[config.mk]
export PLATFORM = sky130hd
export DESIGN_NAME = mux_n_arb
export DESIGN_NICKNAME = d
export VERILOG_FILES = /design/src/rtl/mux_pkg.sv /design/src/rtl/mux_n_arb_rr_arbiter.sv /design/src/rtl/mux_n_arb.sv
export SDC_FILE = /design/constraint.sdc
export NUM_CORES = 1
export LEC_CHECK = 0
export BUFFER_PORTS_ARGS = -buffer_cell sky130_fd_sc_hd__clkbuf_2
export CAP_MARGIN = 20
export CORE_ASPECT_RATIO = 0.5
export CORE_MARGIN = 8
export CORE_UTILIZATION = 25
export CTS_CLUSTER_SIZE = 20
export DETAILED_ROUTE_END_ITERATION = 6
export PLACE_DENSITY = 0.58
export SETUP_SLACK_MARGIN = 0.2
export SLEW_MARGIN = 5
export SYNTH_ARGS = -nofsm -noshare
export SYNTH_HDL_FRONTEND = slang
export SYNTH_SLANG_ARGS = --single-unit
export TNS_END_PERCENT = 100
[constraint.sdc]
create_clock -name clk -period 2.9 [get_ports clk]
set_input_delay 0.725 -clock clk [delete_from_list [all_inputs] [get_ports clk]]
set_output_delay 0.725 -clock clk [all_outputs]
set_load 0.01 [all_outputs]
[src/rtl/mux_pkg.sv]
// Shared constants and helpers for the N-input registered mux family.
// Default width, channel-count ceiling and a select-width function.
package mux_pkg;

    localparam int unsigned MUX_DEFAULT_WIDTH = 16;
    localparam int unsigned MUX_MAX_N         = 16;

    // Select width for n channels, never narrower than one bit.
    function automatic int unsigned mux_clog2(input int unsigned n);
        int unsigned r;
        r = 0;
        while ((32'd1 << r) < n) begin
            r = r + 1;
        end
        if (r == 0) begin
            r = 1;
        end
        return r;
    endfunction

endpackage

[src/rtl/mux_n_arb_rr_arbiter.sv]
// Combinational arbiter: round-robin from ptr_i when MUX_N_ARB_RR_EN is defined,
// otherwise a lowest-index-wins priority encoder. Zero latency, no state.
module rr_arbiter
    import mux_pkg::*;
#(
    parameter int unsigned N     = 4,
    localparam int unsigned SELW = mux_clog2(N)
) (
    input  logic [N-1:0]    req_i,
`ifdef MUX_N_ARB_RR_EN
    input  logic [SELW-1:0] ptr_i,
`endif
    output logic [SELW-1:0] gnt_idx_o,
    output logic            gnt_vld_o
);

`ifdef MUX_N_ARB_RR_EN
    logic [SELW:0] cand;

    // Walk the channels starting at ptr_i, wrapping at N; first requester wins.
    always_comb begin
        gnt_idx_o = '0;
        gnt_vld_o = 1'b0;
        cand      = '0;
        for (int i = 0; i < N; i++) begin
            cand = {1'b0, ptr_i} + (SELW+1)'(i);
            if (cand >= (SELW+1)'(N)) begin
                cand = cand - (SELW+1)'(N);
            end
            if (!gnt_vld_o && req_i[cand[SELW-1:0]]) begin
                gnt_idx_o = cand[SELW-1:0];
                gnt_vld_o = 1'b1;
            end
        end
    end
`else
    always_comb begin
        gnt_idx_o = '0;
        gnt_vld_o = 1'b0;
        for (int i = N - 1; i >= 0; i--) begin
            if (req_i[i]) begin
                gnt_idx_o = SELW'(i);
                gnt_vld_o = 1'b1;
            end
        end
    end
`endif

endmodule

[src/rtl/mux_n_arb.sv]
// N-to-1 registered mux with forced select or arbitration (round-robin under MUX_N_ARB_RR_EN).
// One-cycle latency; single output register drains and reloads in the same cycle, stalls hold everything.
module mux_n_arb
    import mux_pkg::*;
#(
    parameter int unsigned WIDTH = MUX_DEFAULT_WIDTH,
    parameter int unsigned N     = 4,
    localparam int unsigned SELW = mux_clog2(N)
) (
    input  logic               clk,
    input  logic               rst,
    input  logic [N*WIDTH-1:0] in_data,
    input  logic [N-1:0]       in_valid,
    output logic [N-1:0]       in_ready,
    input  logic               force_en,
    input  logic [SELW-1:0]    sel,
    output logic [WIDTH-1:0]   out_data,
    output logic               out_valid,
    input  logic               out_ready,
    output logic [SELW-1:0]    out_src
);

    if (N < 2 || N > MUX_MAX_N) begin : g_bad_n
        $error("mux_n_arb: N out of range");
    end

    logic [WIDTH-1:0] out_data_q, out_data_d;
    logic             out_valid_q, out_valid_d;
    logic [SELW-1:0]  out_src_q, out_src_d;

    logic             load_en;
    logic             force_hit;
    logic [SELW-1:0]  arb_idx;
    logic             arb_vld;
    logic [SELW-1:0]  grant_idx;
    logic             grant_vld;
    logic             xfer;
    logic [WIDTH-1:0] grant_word;

`ifdef MUX_N_ARB_RR_EN
    logic [SELW-1:0]  ptr_q, ptr_d;
`endif

    rr_arbiter #(
        .N        (N)
    ) u_arb (
        .req_i    (in_valid),
`ifdef MUX_N_ARB_RR_EN
        .ptr_i    (ptr_q),
`endif
        .gnt_idx_o(arb_idx),
        .gnt_vld_o(arb_vld)
    );

    // A select beyond N-1 matches no channel, so it never grants.
    always_comb begin
        force_hit = 1'b0;
        for (int i = 0; i < N; i++) begin
            if (sel == SELW'(i)) begin
                force_hit = in_valid[i];
            end
        end
    end

    assign load_en   = !out_valid_q || out_ready;
    assign grant_vld = force_en ? force_hit : arb_vld;
    assign grant_idx = force_en ? sel : arb_idx;
    assign xfer      = !rst && load_en && grant_vld;

    always_comb begin
        in_ready   = '0;
        grant_word = '0;
        for (int i = 0; i < N; i++) begin
            if (grant_idx == SELW'(i)) begin
                in_ready[i] = xfer;
                grant_word  = in_data[i*WIDTH +: WIDTH];
            end
        end
    end

    always_comb begin
        out_data_d  = out_data_q;
        out_src_d   = out_src_q;
        out_valid_d = out_valid_q;
        if (xfer) begin
            out_data_d  = grant_word;
            out_src_d   = grant_idx;
            out_valid_d = 1'b1;
        end else if (out_ready) begin
            out_valid_d = 1'b0;
        end
    end

`ifdef MUX_N_ARB_RR_EN
    // Pointer moves past whichever channel was granted, forced or arbitrated.
    always_comb begin
        ptr_d = ptr_q;
        if (xfer) begin
            ptr_d = (grant_idx == SELW'(N - 1)) ? '0 : grant_idx + 1'b1;
        end
    end
`endif

    always_ff @(posedge clk) begin
        if (rst) begin
            out_data_q  <= '0;
            out_src_q   <= '0;
            out_valid_q <= 1'b0;
`ifdef MUX_N_ARB_RR_EN
            ptr_q       <= '0;
`endif
        end else begin
            out_data_q  <= out_data_d;
            out_src_q   <= out_src_d;
            out_valid_q <= out_valid_d;
`ifdef MUX_N_ARB_RR_EN
            ptr_q       <= ptr_d;
`endif
        end
    end

    assign out_data  = out_data_q;
    assign out_valid = out_valid_q;
    assign out_src   = out_src_q;

endmodule

==> summary.txt <==
Status
  – Outcome: complete, no violations

Final layout
  – Most frequent cells in the layout: 89 x clkbuf_2, 35 x a211oi_1, 34 x inv_1, 32 x a2111oi_0, 19 x dfxtp_1
  – Layout cells sized above 1: 44.7%
  – N_diodes: 0
  – Fin nets: 366
  – Syn-to-layout area delta: 41.9%
  – Fill count: 675
  – Design area: 2330 µm²
  – Multi-input logic area: 1010 µm²
  – Layout Utilization: 37.5%
  – Sequential Area: 380 µm²
  – Commonest non-fill, non-tap cell in the layout: clkbuf_2
  – Layout Cells excl Fill: 379

Power
  – Clock network fraction of total power: 30.8%
  – Max rail drop VDD: 209 µV
  – Sequential power share: 33.6%
  – Switching pwr: 310 µW
  – Leak: 0.00105 µW
  – P_int: 622 µW
  – Part of the power in combinational logic: 35.7%
  – Sw Share: 33.3%
  – PwrDens: 400 nW/µm²

Synth
  – Largest family of logic cells by synthesized area: compound AO/OA/AOI/OAI gates
  – Yosys warnings: 0
  – Mean area per synthesized cell: 8.08 µm²
  – Asr flop ratio synth: 0%
  – Distinct cells, synth: 26
  – Synthesis-stage register bit count: 19
  – Compound-Gate Fraction of Synth Area: 51.6%
  – Prevailing post-synth register cell: dfxtp_1
  – Synthesized area: 1640 µm²
  – Simple-gate portion of the synthesized area: 5.95%
  – Mux cell area share after synthesis: 2.75%
  – Syn Inst Count: 203
  – XOR/XNOR Fraction of Synth Area: 0%
  – Number of synthesized flops with an enable pin: 0
  – Register area share after synthesis: 23.2%
  – Fraction of the mapped netlist area in adder cells: 0%
  – Syn Nets: 277

Clocking
  – # H-tree levels: 1
  – Reg clk slew, reported paths: 0.06 ns
  – Clock Path Buffers: 2
  – Clock sink total: 19
  – CTS tree: done
  – Worst skew pair latency: 0.25 ns
  – CTS hold repair buffers: 0
  – Root Buffer: clkbuf_16
  – TritonCTS Buffers: 3

Floorplan
  – Core Region: 6210 µm²
  – Row count: 20
  – Die height: 73.3 µm
  – Starting Density: 26.4%
  – Die Area: 9570 µm²
  – Die W: 131 µm
  – Ports: 97

Worst setup path
  – Reg2Reg Depth: 6
  – Max FO, Critical Path: 5
  – CP Launch Type: input port
  – Crit path required time: 2.17 ns
  – CP Capture Type: output port
  – Setup Crit Path Kind: input port to output port
  – WP data arrival: 1.98 ns

STA
  – Slew Limit Fails: 0
  – Clk_skew: 0.00479 ns
  – Setup TNS: 0 ns
  – Final setup fails: 0
  – Worst hold slack: 0.463 ns
  – Hold Fails Final Rpt: 0
  – Max-Slew Margin vs Limit: 68.2%
  – Worst-margin pin slew: 0.466 ns
  – RSZ-0062 raised after global routing: yes
  – Crit path time final: 2.70 ns
  – Max Clk Rate: 0.370 GHz
  – Final worst-path cycle share: 93.2%

Routing
  – DR iter-0 viols: 89
  – 1st-pass router iterations: 4
  – Max layer used: met4
  – Met2 wire length: 3.30 mm
  – Vias: 2,024
  – DR WL/cell: 17.8 µm
  – Routed vias/inst: 5.34
  – Routed WL: 6.75 mm
  – # DRC: 0
  – Post-route ant nets: 0
  – Routed length on met3: 424 µm
  – Met1 wire length: 2.95 mm

GRT
  – GRT Resource Usage Total: 13.6%
  – Congestion Overflow GR: 0
  – Vias in the first global route: 2,070
  – Pin count of the biggest net entering global routing: 33
  – First-pass GRT wire length: 10.3 mm
  – Initial antenna violation count: 0

Placed design
  – IO buf count: 96
  – DP Cell Count: 373
  – Gpl congestion: 0.843
  – Placed cell area: 2200 µm²
  – Post-DP HPWL: 5.30 mm

Job
  – Max-cap violations: 0

Worst hold path
  – Hold Crit Class: register to register
  – Hold Crit Depth: 2
[flip-flops by register name, indices dropped and copies added (netlist names)]
name / flops
out_data: 16
out_src: 2
out_valid: 1
[through the flow]
step / setup slack (ns) / power, µW
2_1_floorplan: 0.223 / 500
3_3_place_gp: 0.174 / 636
3_5_place_dp: 0.155 / 641
4_1_cts: 0.211 / 929
5_1_grt: 0.177 / 981
6_report: 0.198 / 931
[worst paths after layout]
kind,start,to,slack [ns]
hold reg to reg,out_src[0],out_src[0],0.46
hold / removal,out_src[0],out_src[0],0.46
setup reg to reg,out_valid,out_data[7],1.19
setup / recovery,in_valid[2],in_ready[1],0.20
[metal layers]
metal | global-route usage [%] | vias up
met5 | 0 | -
met4 | 3.53 | 0
met3 | 2.24 | 6
met2 | 22.8 | 81
met1 | 17.6 | 956
li1 | - | 981
[power groups by stage]
stage / Combinational (µW) / Sequential, µW / Clock, µW
final: 332 / 313 / 287
after global routing: 363 / 316 / 303
after CTS: 325 / 312 / 292
after detailed placement: 323 / 318 / 0
after global placement: 319 / 317 / 0
after floorplan: 170 / 330 / 0
[worst max-delay path, cell delays in order]
cell and delay, ns:
buf_8 0.10, or4_4 0.53, mux2i_4 0.21, or2_4 0.20
nor3_2 0.05, buf_2 0.16
[Yosys cell counts (2+ instances only)]
| cell | instances | area [µm²] |
|---|---|---|
| nor2b_1 | 3 | 18.8 |
| nand2_1 | 3 | 11.3 |
| nor3_1 | 6 | 30.0 |
| buf_6 | 3 | 33.8 |
| o31ai_2 | 3 | 37.5 |
| nor2_1 | 2 | 7.51 |
| o31ai_1 | 13 | 97.6 |
| buf_4 | 2 | 15.0 |
| a211oi_1 | 35 | 263 |
| inv_1 | 34 | 128 |
| a2111oi_0 | 32 | 280 |
| buf_2 | 7 | 35.0 |
| clkbuf_1 | 14 | 52.6 |
| dfxtp_1 | 19 | 380 |
| o211ai_1 | 16 | 120 |
[final cells by class]
type / instances / share of cell area (%)
multi-input combinational: 122 / 43.5
timing repair buffer: 111 / 26.3
sequential: 19 / 16.3
inverter: 35 / 5.65
tap: 88 / 4.73
clock buffer: 3 / 3.23
clock inverter: 1 / 0.215
[kinds of logic (layout without fill, tap and decap cells)]
logic type / count (synthesis) / count (layout)
buffers and inverters: 62 / 150
multiplexers: 2 / 2
AND/OR/NAND/NOR: 18 / 18
AO/OA/AOI/OAI: 102 / 102
flip-flops: 19 / 19
[repair_timing]
action / CTS / global route
setup buffers: 0 / 2
endpoints found under the setup margin: 4 / 4
pin swaps: 0 / 3
gates resized for setup: 1 / 17
endpoints found under the hold margin: 0 / 0
No activity file was read; power rests on OpenSTA's default activity.
